==> src/rtl/uart_serial_core.sv <==
// -----------------------------------------------------------------------------
// uart_serial_core
//
// Fixed-format UART engine: 8 data bits, no parity, 1 stop bit, LSB first.
// A programmable divider produces a 16x oversample tick. That tick drives
// independent TX and RX state machines. The block also emits a one-shot
// pulse on the first cycle after reset is released.
//
// Parameters
//   CLK_DIV_DEFAULT : reset value of the 16x divisor (tick period = div+1 clk)
//
// Ports
//   clk_i         in   clock, all logic on posedge
//   rst_i         in   asynchronous active-high reset
//   clkdiv_wr_i   in   load clkdiv_i into the divisor (also clears tick counter)
//   clkdiv_i      in   16-bit divisor value
//   tx_start_i    in   transmit request, accepted only while tx_busy_o==0
//   tx_data_i     in   byte to transmit, captured on acceptance
//   tx_busy_o     out  request pending or frame in progress
//   tx_done_o     out  1-cycle pulse at end of stop bit
//   stx_pad_o     out  serial TX line, idle high
//   srx_pad_i     in   serial RX line
//   rx_data_o     out  last received byte, held until next reception
//   rx_valid_o    out  1-cycle pulse when rx_data_o is newly valid
//   reset_done_o  out  1-cycle pulse after reset release
//
// Build option
//   UART_SERIAL_CORE_RX_SYNC_EN : when defined, srx_pad_i passes through a
//   2-flop synchronizer (reset value 1) before the RX FSM, adding 2 cycles
//   of RX latency. When undefined, srx_pad_i is sampled directly.
// -----------------------------------------------------------------------------
module uart_serial_core #(
    parameter logic [15:0] CLK_DIV_DEFAULT = 16'd27
) (
    input  logic        clk_i,
    input  logic        rst_i,
    input  logic        clkdiv_wr_i,
    input  logic [15:0] clkdiv_i,
    input  logic        tx_start_i,
    input  logic [7:0]  tx_data_i,
    output logic        tx_busy_o,
    output logic        tx_done_o,
    output logic        stx_pad_o,
    input  logic        srx_pad_i,
    output logic [7:0]  rx_data_o,
    output logic        rx_valid_o,
    output logic        reset_done_o
);

    localparam logic [1:0] TX_IDLE  = 2'd0;
    localparam logic [1:0] TX_START = 2'd1;
    localparam logic [1:0] TX_DATA  = 2'd2;
    localparam logic [1:0] TX_STOP  = 2'd3;

    localparam logic [1:0] RX_IDLE  = 2'd0;
    localparam logic [1:0] RX_START = 2'd1;
    localparam logic [1:0] RX_DATA  = 2'd2;

    logic [15:0] divisor;
    logic [15:0] tick_cnt;
    logic        tick;

    logic [1:0]  tx_state;
    logic        tx_pending;
    logic [3:0]  tx_tick_cnt;
    logic [2:0]  tx_bit_cnt;
    logic [7:0]  tx_shift;

    logic [1:0]  rx_state;
    logic [3:0]  rx_tick_cnt;
    logic [2:0]  rx_bit_cnt;
    logic [7:0]  rx_shift;
    logic        srx;

    logic        rst_seen;

    // ------------------------------------------------------------------
    // Reset-release notification: rst_seen is held high through reset and
    // is handed to reset_done_o on the first edge after release.
    // ------------------------------------------------------------------
    always_ff @(posedge clk_i or posedge rst_i) begin
        if (rst_i) begin
            rst_seen     <= 1'b1;
            reset_done_o <= 1'b0;
        end else begin
            rst_seen     <= 1'b0;
            reset_done_o <= rst_seen;
        end
    end

    // ------------------------------------------------------------------
    // 16x oversample divider. The tick is combinational on the counter so
    // a divisor of 0 yields a tick on every cycle.
    // ------------------------------------------------------------------
    assign tick = (tick_cnt == divisor);

    always_ff @(posedge clk_i or posedge rst_i) begin
        if (rst_i) begin
            divisor  <= CLK_DIV_DEFAULT;
            tick_cnt <= 16'd0;
        end else if (clkdiv_wr_i) begin
            divisor  <= clkdiv_i;
            tick_cnt <= 16'd0;
        end else if (tick) begin
            tick_cnt <= 16'd0;
        end else begin
            tick_cnt <= tick_cnt + 16'd1;
        end
    end

    // ------------------------------------------------------------------
    // Optional input synchronizer for the RX pad
    // ------------------------------------------------------------------
`ifdef UART_SERIAL_CORE_RX_SYNC_EN
    logic [1:0] srx_sync;

    always_ff @(posedge clk_i or posedge rst_i) begin
        if (rst_i) begin
            srx_sync <= 2'b11;
        end else begin
            srx_sync <= {srx_sync[0], srx_pad_i};
        end
    end

    assign srx = srx_sync[1];
`else
    assign srx = srx_pad_i;
`endif

    // ------------------------------------------------------------------
    // TX path. Busy covers both the accepted-but-not-started request and
    // the frame itself, so it falls on the same cycle as tx_done_o.
    // ------------------------------------------------------------------
    assign tx_busy_o = tx_pending | (tx_state != TX_IDLE);

    always_ff @(posedge clk_i or posedge rst_i) begin
        if (rst_i) begin
            tx_state    <= TX_IDLE;
            tx_pending  <= 1'b0;
            tx_tick_cnt <= 4'd0;
            tx_bit_cnt  <= 3'd0;
            stx_pad_o   <= 1'b1;
            tx_done_o   <= 1'b0;
        end else begin
            tx_done_o <= 1'b0;
            if (tx_start_i && !tx_busy_o) begin
                tx_pending <= 1'b1;
            end
            if (tick) begin
                case (tx_state)
                    TX_IDLE: begin
                        if (tx_pending) begin
                            tx_state    <= TX_START;
                            tx_pending  <= 1'b0;
                            tx_tick_cnt <= 4'd0;
                            stx_pad_o   <= 1'b0;
                        end
                    end
                    TX_START: begin
                        tx_tick_cnt <= tx_tick_cnt + 4'd1;
                        if (tx_tick_cnt == 4'd15) begin
                            tx_state   <= TX_DATA;
                            tx_bit_cnt <= 3'd0;
                            stx_pad_o  <= tx_shift[0];
                        end
                    end
                    TX_DATA: begin
                        tx_tick_cnt <= tx_tick_cnt + 4'd1;
                        if (tx_tick_cnt == 4'd15) begin
                            if (tx_bit_cnt == 3'd7) begin
                                tx_state  <= TX_STOP;
                                stx_pad_o <= 1'b1;
                            end else begin
                                tx_bit_cnt <= tx_bit_cnt + 3'd1;
                                // tx_shift moves right on this same edge,
                                // so bit [1] is the next bit to drive
                                stx_pad_o  <= tx_shift[1];
                            end
                        end
                    end
                    default: begin
                        tx_tick_cnt <= tx_tick_cnt + 4'd1;
                        if (tx_tick_cnt == 4'd15) begin
                            tx_state  <= TX_IDLE;
                            tx_done_o <= 1'b1;
                        end
                    end
                endcase
            end
        end
    end

    // TX data register: loaded on acceptance, shifted at each data-bit end
    always_ff @(posedge clk_i) begin
        if (tx_start_i && !tx_busy_o) begin
            tx_shift <= tx_data_i;
        end else if (tick && (tx_state == TX_DATA) && (tx_tick_cnt == 4'd15)) begin
            tx_shift <= {1'b0, tx_shift[7:1]};
        end
    end

    // ------------------------------------------------------------------
    // RX path. The stop bit is not checked: returning to IDLE after bit 7
    // lets the high stop level hold the FSM until the next start edge.
    // ------------------------------------------------------------------
    always_ff @(posedge clk_i or posedge rst_i) begin
        if (rst_i) begin
            rx_state    <= RX_IDLE;
            rx_tick_cnt <= 4'd0;
            rx_bit_cnt  <= 3'd0;
            rx_data_o   <= 8'd0;
            rx_valid_o  <= 1'b0;
        end else begin
            rx_valid_o <= 1'b0;
            if (tick) begin
                case (rx_state)
                    RX_IDLE: begin
                        if (!srx) begin
                            rx_state    <= RX_START;
                            rx_tick_cnt <= 4'd0;
                            rx_bit_cnt  <= 3'd0;
                        end
                    end
                    RX_START: begin
                        rx_tick_cnt <= rx_tick_cnt + 4'd1;
                        if (rx_tick_cnt == 4'd15) begin
                            rx_state   <= RX_DATA;
                            rx_bit_cnt <= 3'd0;
                        end
                    end
                    default: begin
                        rx_tick_cnt <= rx_tick_cnt + 4'd1;
                        if (rx_tick_cnt == 4'd15) begin
                            if (rx_bit_cnt == 3'd7) begin
                                rx_state   <= RX_IDLE;
                                rx_data_o  <= rx_shift;
                                rx_valid_o <= 1'b1;
                            end else begin
                                rx_bit_cnt <= rx_bit_cnt + 3'd1;
                            end
                        end
                    end
                endcase
            end
        end
    end

    // RX shift register: sample on the 8th tick of each bit (mid-bit)
    always_ff @(posedge clk_i) begin
        if (tick && (rx_state == RX_DATA) && (rx_tick_cnt == 4'd7)) begin
            rx_shift <= {srx, rx_shift[7:1]};
        end
    end

endmodule

==> config.mk <==
export PLATFORM = sky130hd
export DESIGN_NAME = uart_serial_core
export DESIGN_NICKNAME = d
export VERILOG_FILES = /design/src/rtl/uart_serial_core.sv
export SDC_FILE = /design/constraint.sdc
export NUM_CORES = 1
export LEC_CHECK = 0
export ABC_AREA = 1
export ABC_CLOCK_PERIOD_IN_PS = 2200
export CAP_MARGIN = 20
export CORE_ASPECT_RATIO = 1.75
export CORE_MARGIN = 5
export CORE_UTILIZATION = 59
export CTS_BUF_LIST = sky130_fd_sc_hd__clkbuf_4 sky130_fd_sc_hd__clkbuf_8
export DETAILED_ROUTE_END_ITERATION = 6
export DONT_BUFFER_PORTS = 1
export GPL_TIMING_DRIVEN = 0
export PLACE_DENSITY = 0.84
export SETUP_SLACK_MARGIN = 0.5
export SYNTH_ARGS = -nofsm -noshare
export SYNTH_HDL_FRONTEND = slang
export SYNTH_SLANG_ARGS = --single-unit
==> constraint.sdc <==
create_clock -name clk_i -period 2.2 [get_ports clk_i]
set_clock_uncertainty 0.15 [all_clocks]
set_input_delay 0.44 -clock clk_i [delete_from_list [all_inputs] [get_ports clk_i]]
set_output_delay 0.44 -clock clk_i [all_outputs]
set_load 0.005 [all_outputs]
== After elaboration in Yosys (flattened, before gate mapping) ==
Index checks and enable logic that the tools add are counted.

* Output and inout port bits: 13
* Register bits after elaboration: 80
* Input bits: 29
* Logic and storage cells: 111

* Eq/ne operators: 18
* Multiplexer cells: 44
* Reduce and logical (&&, ||, !) cells: 25
* Bitwise logic cells: 2
* $add $sub $neg: 5

{| class="wikitable"
|+ Operators with widths
! kind !! number
|-
| $mux 16 || 2
|-
| $mux 3 || 7
|-
| $reduce_and 5->1 || 4
|-
| $mux 2 || 9
|-
| $add 16x1->16 const B || 1
|-
| $eq 16x16->1 || 1
|-
| $mux 4 || 4
|-
| $mux 8 || 2
|-
| $mux 1 || 15
|-
| $ne 2x2->1 const B || 7
|-
| $pmux 3 s2 || 2
|-
| $reduce_bool 2->1 || 5
|-
| $add 4x1->4 const B || 2
|-
| $eq 4x4->1 const B || 2
|-
| $add 3x1->3 const B || 2
|-
| $eq 3x3->1 const B || 2
|-
| $pmux 2 s3 || 1
|-
| $reduce_and 6->1 || 1
|-
| $reduce_bool 3->1 || 2
|-
| $logic_and 1x1->1 || 5
|-
| $eq 2x1->1 const B || 2
|-
| $eq 2x2->1 const B || 2
|-
| $eq 4x3->1 const B || 1
|-
| $logic_not 2->1 || 2
|-
| 10 further kinds || 11
|}

== Logic depth before layout (Yosys ltp) ==
* Depth in word-level cells: 8
* Depth in mapped cells: 11
* Gate-level depth less buffers: 11

== Least setup slack after synthesis ==
OpenSTA, ideal clock, no wires.

* Path type: register to register
* Start: reg divisor[4]
* End: reg tx_shift[0] (enable)
* Setup slack: -0.106 ns
* Setup time: 0.384 ns
* Data required time: 1.666 ns
* Arrival: 1.772 ns
* Stages on the path, launching flop included: 11
* Clock period less this slack: 2.306 ns
* Buffers on the path: 0
* Cell sequence: dfstp_2 inv_1 nand2_1 nand2_1 inv_1 nand2_1 nor2_2 nand2_2 nor2_8 nand2_1 o21ai_0

* Cells in the longest elaborated chain, start to end: 4

{| class="wikitable"
|+ Ends and longest elaborated chain
! what !! line !! source
|-
| start: declaration || 59 || <nowiki>logic [15:0] divisor;</nowiki>
|-
| start signal: assignment || 102 || <nowiki>divisor <= clkdiv_i;</nowiki>
|-
| $eq 16x16->1 || 95 || <nowiki>assign tick = (tick_cnt == divisor);</nowiki>
|-
| $logic_and 1x1->1 (2 in series) || 197 || <nowiki>end else if (tick && (tx_state == TX_DATA) && (tx_tick_cnt == 4'd15)) begin</nowiki>
|-
| $reduce_bool 2->1 (no source line) || n/a ||
|-
| end signal: assignment || 196 || <nowiki>tx_shift <= tx_data_i;</nowiki>
|-
| end signal: assignment || 198 || <nowiki>tx_shift <= {1'b0, tx_shift[7:1]};</nowiki>
|-
| end: declaration || 67 || <nowiki>logic [7:0] tx_shift;</nowiki>
|}

No other way between the ends.
A chain may end at the register's enable or synchronous reset.

== Worst setup path after layout ==
* Start: reg tick_cnt[7]
* End: reg tx_shift[6] (enable)

* Cells in the longest elaborated chain, start to end: 4

{| class="wikitable"
|+ Ends and longest elaborated chain
! what !! line !! source
|-
| start: declaration || 60 || <nowiki>logic [15:0] tick_cnt;</nowiki>
|-
| start signal: assignment || 107 || <nowiki>tick_cnt <= tick_cnt + 16'd1;</nowiki>
|-
| $eq 16x16->1 || 95 ||
|-
| $logic_and 1x1->1 (2 in series) || 197 ||
|-
| $reduce_bool 2->1 (no source line) || n/a ||
|}

No other way between the ends.

==> flow_summary_export.csv <==
group,metric,value,unit
global_routing,antenna_found_initial,0,
synthesis,synth-edff-count,16,
min_path,hold_path_class,"input pin to flip-flop",
synthesis,synthArstFlopShare,0.800,
global_routing,overflow,0,
synthesis,synth_fa_ha_area_frac,0.0375,
synthesis,synthMuxAreaShare,0.0197,
routing,antenna_left,0,
setup_path,cp.depth,8,
setup_path,crit_path_end_kind,"flip-flop",
synthesis,yosys.area.top_type_share,0.363,
synthesis,yosysSeqAreaShare,0.523,
pwr,seqPwrFrac,0.532,
routing,vias,3349,
setup_path,crit_start,"tick_cnt[7]",
global_routing,grt_usage,0.220,
setup_path,worst_r2r_endpoint,"tx_shift[6]",
finish,mostFrequentLayoutCell,"nand2_1",
flow_run,max-cap-violations,0,
routing,wirelength,9820,um
pwr,power_frac_clock,0.389,
synthesis,ys_seq_elements,80,
setup_path,path_max_fanout,8,
setup_path,path_buf_inv,1,
routing,dr.pass1.iters,7,
timing,tightestPinTransition,0.558,ns
synthesis,synth-warning-count,0,
setup_path,cp_top_family,"simple AND/OR/NAND/NOR gates",
finish,nets,558,
timing,rsz0062_at_grt,"yes",
synthesis,syn_area,4000,um2
setup_path,crit_type,"flip-flop to flip-flop",
synthesis,synthTopCellsByArea,"dfrtp_1 (36%), nand2_1 (15%), edfxtp_1 (12%)",
setup_path,cp_data_required_time,2.09,ns
routing,via_per_inst,5.54,
global_routing,grt_pass1_wl,14600,um
synthesis,synth-xor-area-share,0.0504,
placed_design,portBuffers,0,
timing,max_freq,0.495,GHz
synthesis,synth_top_family_by_area,"simple AND/OR/NAND/NOR gates",
global_routing,grt_pass1_vias,3212,
cts,clk_latency,0.36,ns
synthesis,synthFlopType,"dfrtp_1",
timing,drv_slew,0,
cts,cts_tree,"done",
cts,numCtsBuffers,9,
placed_design,dp.cells,556,
setup_path,crit-reg2reg-launch,"tick_cnt[7]",
timing,slew_headroom,0.627,
finish,fin_cells,604,
synthesis,syn-num-nets,514,
pwr,power.leakage,2.39,nW
setup_path,arrival,1.91,ns
setup_path,max_stage_delay,0.37,ns
finish,drive_gt1_frac,0.243,
pwr,peakVddDrop,0.523,mV
routing,drcViolationCount,0,
finish,antenna_cells,0,
die,io_pins,42,
pwr,p_int,2.23,mW
die,die_w,72.2,um
die,die_area,8590,um2
finish,nFillCells,421,
routing,wl_per_cell,16.3,um
die,die_h,119,um
placed_design,routabilityCongestion,0.890,
cts,clkSlewWorstSetupHoldPaths,0.08,ns
synthesis,synth-compound-area-share,0.0266,
synthesis,avgSynthCellArea,8.45,um2
timing,hold_ws,0.0272,ns
die,row_count,39,
timing,hold_viol_final,0,
pwr,swShare,0.248,
pwr,switchingPower,735,uW
setup_path,reg2reg_slack,0.18,ns
synthesis,yosys.area_share.simple,0.281,
setup_path,cp-start-kind,"flip-flop",
cts,cts_sinks,80,
finish,layout_common_cells,"nand2_1 (148), dfrtp_1 (55), nor2_1 (42)",
setup_path,cp_slowest_cell,"dfrtp_1",
status,status,"finished clean",
cts,cts-root-buf,"clkbuf_8",
setup_path,worstPathCellList,"buf_4 > xnor2_2 > nand2_1 > nor2_1 > nand2_2 > nor2_8 > nand2_4 > o21ai_4",
timing,setup_viol,0,
routing,drt_iter0_drc,294,
global_routing,grt_max_degree,42,
cts,cts_buffer_depth,2,
finish,area_growth,23.5,%
setup_path,reg2regPathDepth,8,
pwr,power_frac_comb,0.079,
placed_design,hpwl,6160,um
timing,tns,0,ns
timing,finalCriticalPeriod,2.02,ns
die,core,6590,um2
pwr,power_density,600,nW/um2
die,start_util,0.607,
setup_path,endpoint,"tx_shift[6]",
synthesis,ys_types,28,
timing,fin_crit_sh,0.918,
cts,cts_max_level,3,
synthesis,netlist_instances,473,
synthesis,synth_largest_area_cell,"dfrtp_1",
per-stage QoR:
| step | area [um2] | setup WS, ns | power (mW) | utilization |
|---|---|---|---|---|
| global route | 4940 | 0.101 | 3.10 | 0.750 |
| floorplan | 4060 | 0.326 | 1.74 | - |
| detailed placement | 4180 | 0.115 | 1.79 | 0.634 |
| CTS | 4600 | 0.233 | 2.94 | 0.699 |
| global placement | 4160 | 0.148 | 1.78 | 0.631 |
| finish | 4940 | 0.181 | 2.96 | 0.750 |
per-layer routing:
metal	global-route usage	part of all wire	wire (um)
met1	0.237	0.34	3370
met2	0.376	0.55	5410
met3	0.0590	0.057	559
met4	0.129	0.049	479
met5	0	0	0
worst min-delay path by stage:
stage,start,endpoint,slack (ns),cells past startpoint
3_5_place_dp,rst_seen,reset_done_o,0.23,0
6_report,srx_pad_i,rx_shift[7],0.03,0
4_1_cts,srx_pad_i,rx_shift[7],0.01,0
2_1_floorplan,rst_seen,reset_done_o,0.23,0
3_3_place_gp,rst_seen,reset_done_o,0.23,0
5_1_grt,srx_pad_i,rx_shift[7],0.006,0
logic make-up (layout without fill, tap and decap cells):
logic type / Yosys count / after routing
other: 1 / 1
multiplexers: 7 / 7
flip-flops: 80 / 80
XOR/XNOR: 23 / 23
adder cells (fa/ha/maj): 12 / 12
buffers and inverters: 60 / 108
AO/OA/AOI/OAI: 21 / 21
AND/OR/NAND/NOR: 269 / 270
power groups by stage:
| stage | Sequential (mW) | Combinational [mW] | Clock, mW |
|---|---|---|---|
| CTS | 1.57 | 0.200 | 1.16 |
| detailed placement | 1.60 | 0.188 | 0 |
| floorplan | 1.60 | 0.147 | 0 |
| finish | 1.58 | 0.234 | 1.15 |
| global route | 1.58 | 0.264 | 1.25 |
| global placement | 1.60 | 0.174 | 0 |
area by class of cell:
class	count	area, um2	area share
sequential	80	2090	0.424
multi-input combinational	334	1910	0.387
timing repair buffer	32	343	0.0694
inverter	52	204	0.0413
clock buffer	11	151	0.0307
tap	82	103	0.0208
buffer	8	68.8	0.0139
clock inverter	5	63.8	0.0129
sequential cells by signal, summed over array words and instances, names as in the netlist, 2 cells and up:
| register | cells |
|---|---|
| tx_state | 2 |
| tx_shift | 8 |
| divisor | 16 |
| rx_shift | 8 |
| tx_tick_cnt | 4 |
| rx_tick_cnt | 4 |
| rx_bit_cnt | 3 |
| rx_state | 2 |
| tx_bit_cnt | 3 |
| rx_data_o | 8 |
| tick_cnt | 16 |
Yosys cell counts, types with 3 or more instances:
library cell	n
nor2_1	51
nand4_1	9
inv_1	48
dfrtp_1	58
a21oi_1	3
xnor2_1	6
o21ai_0	17
mux2_2	7
clkbuf_1	3
dfstp_2	6
inv_2	4
xor2_1	17
ha_1	12
nor3_1	11
edfxtp_1	16
nand2_1	163
nor2_2	3
nand2_2	4
nand3_1	23
what timing repair did:
item                                   4_1_cts  5_1_grt
hold buffers                                 1        0
resized for setup                           27       39
pin swaps                                   11       21
endpoints found under the hold margin       18        0
gates cloned                                 0        4
buffers inserted                            12       15
setup endpoints to repair                   70       70
(Power assumes the default switching activity.)
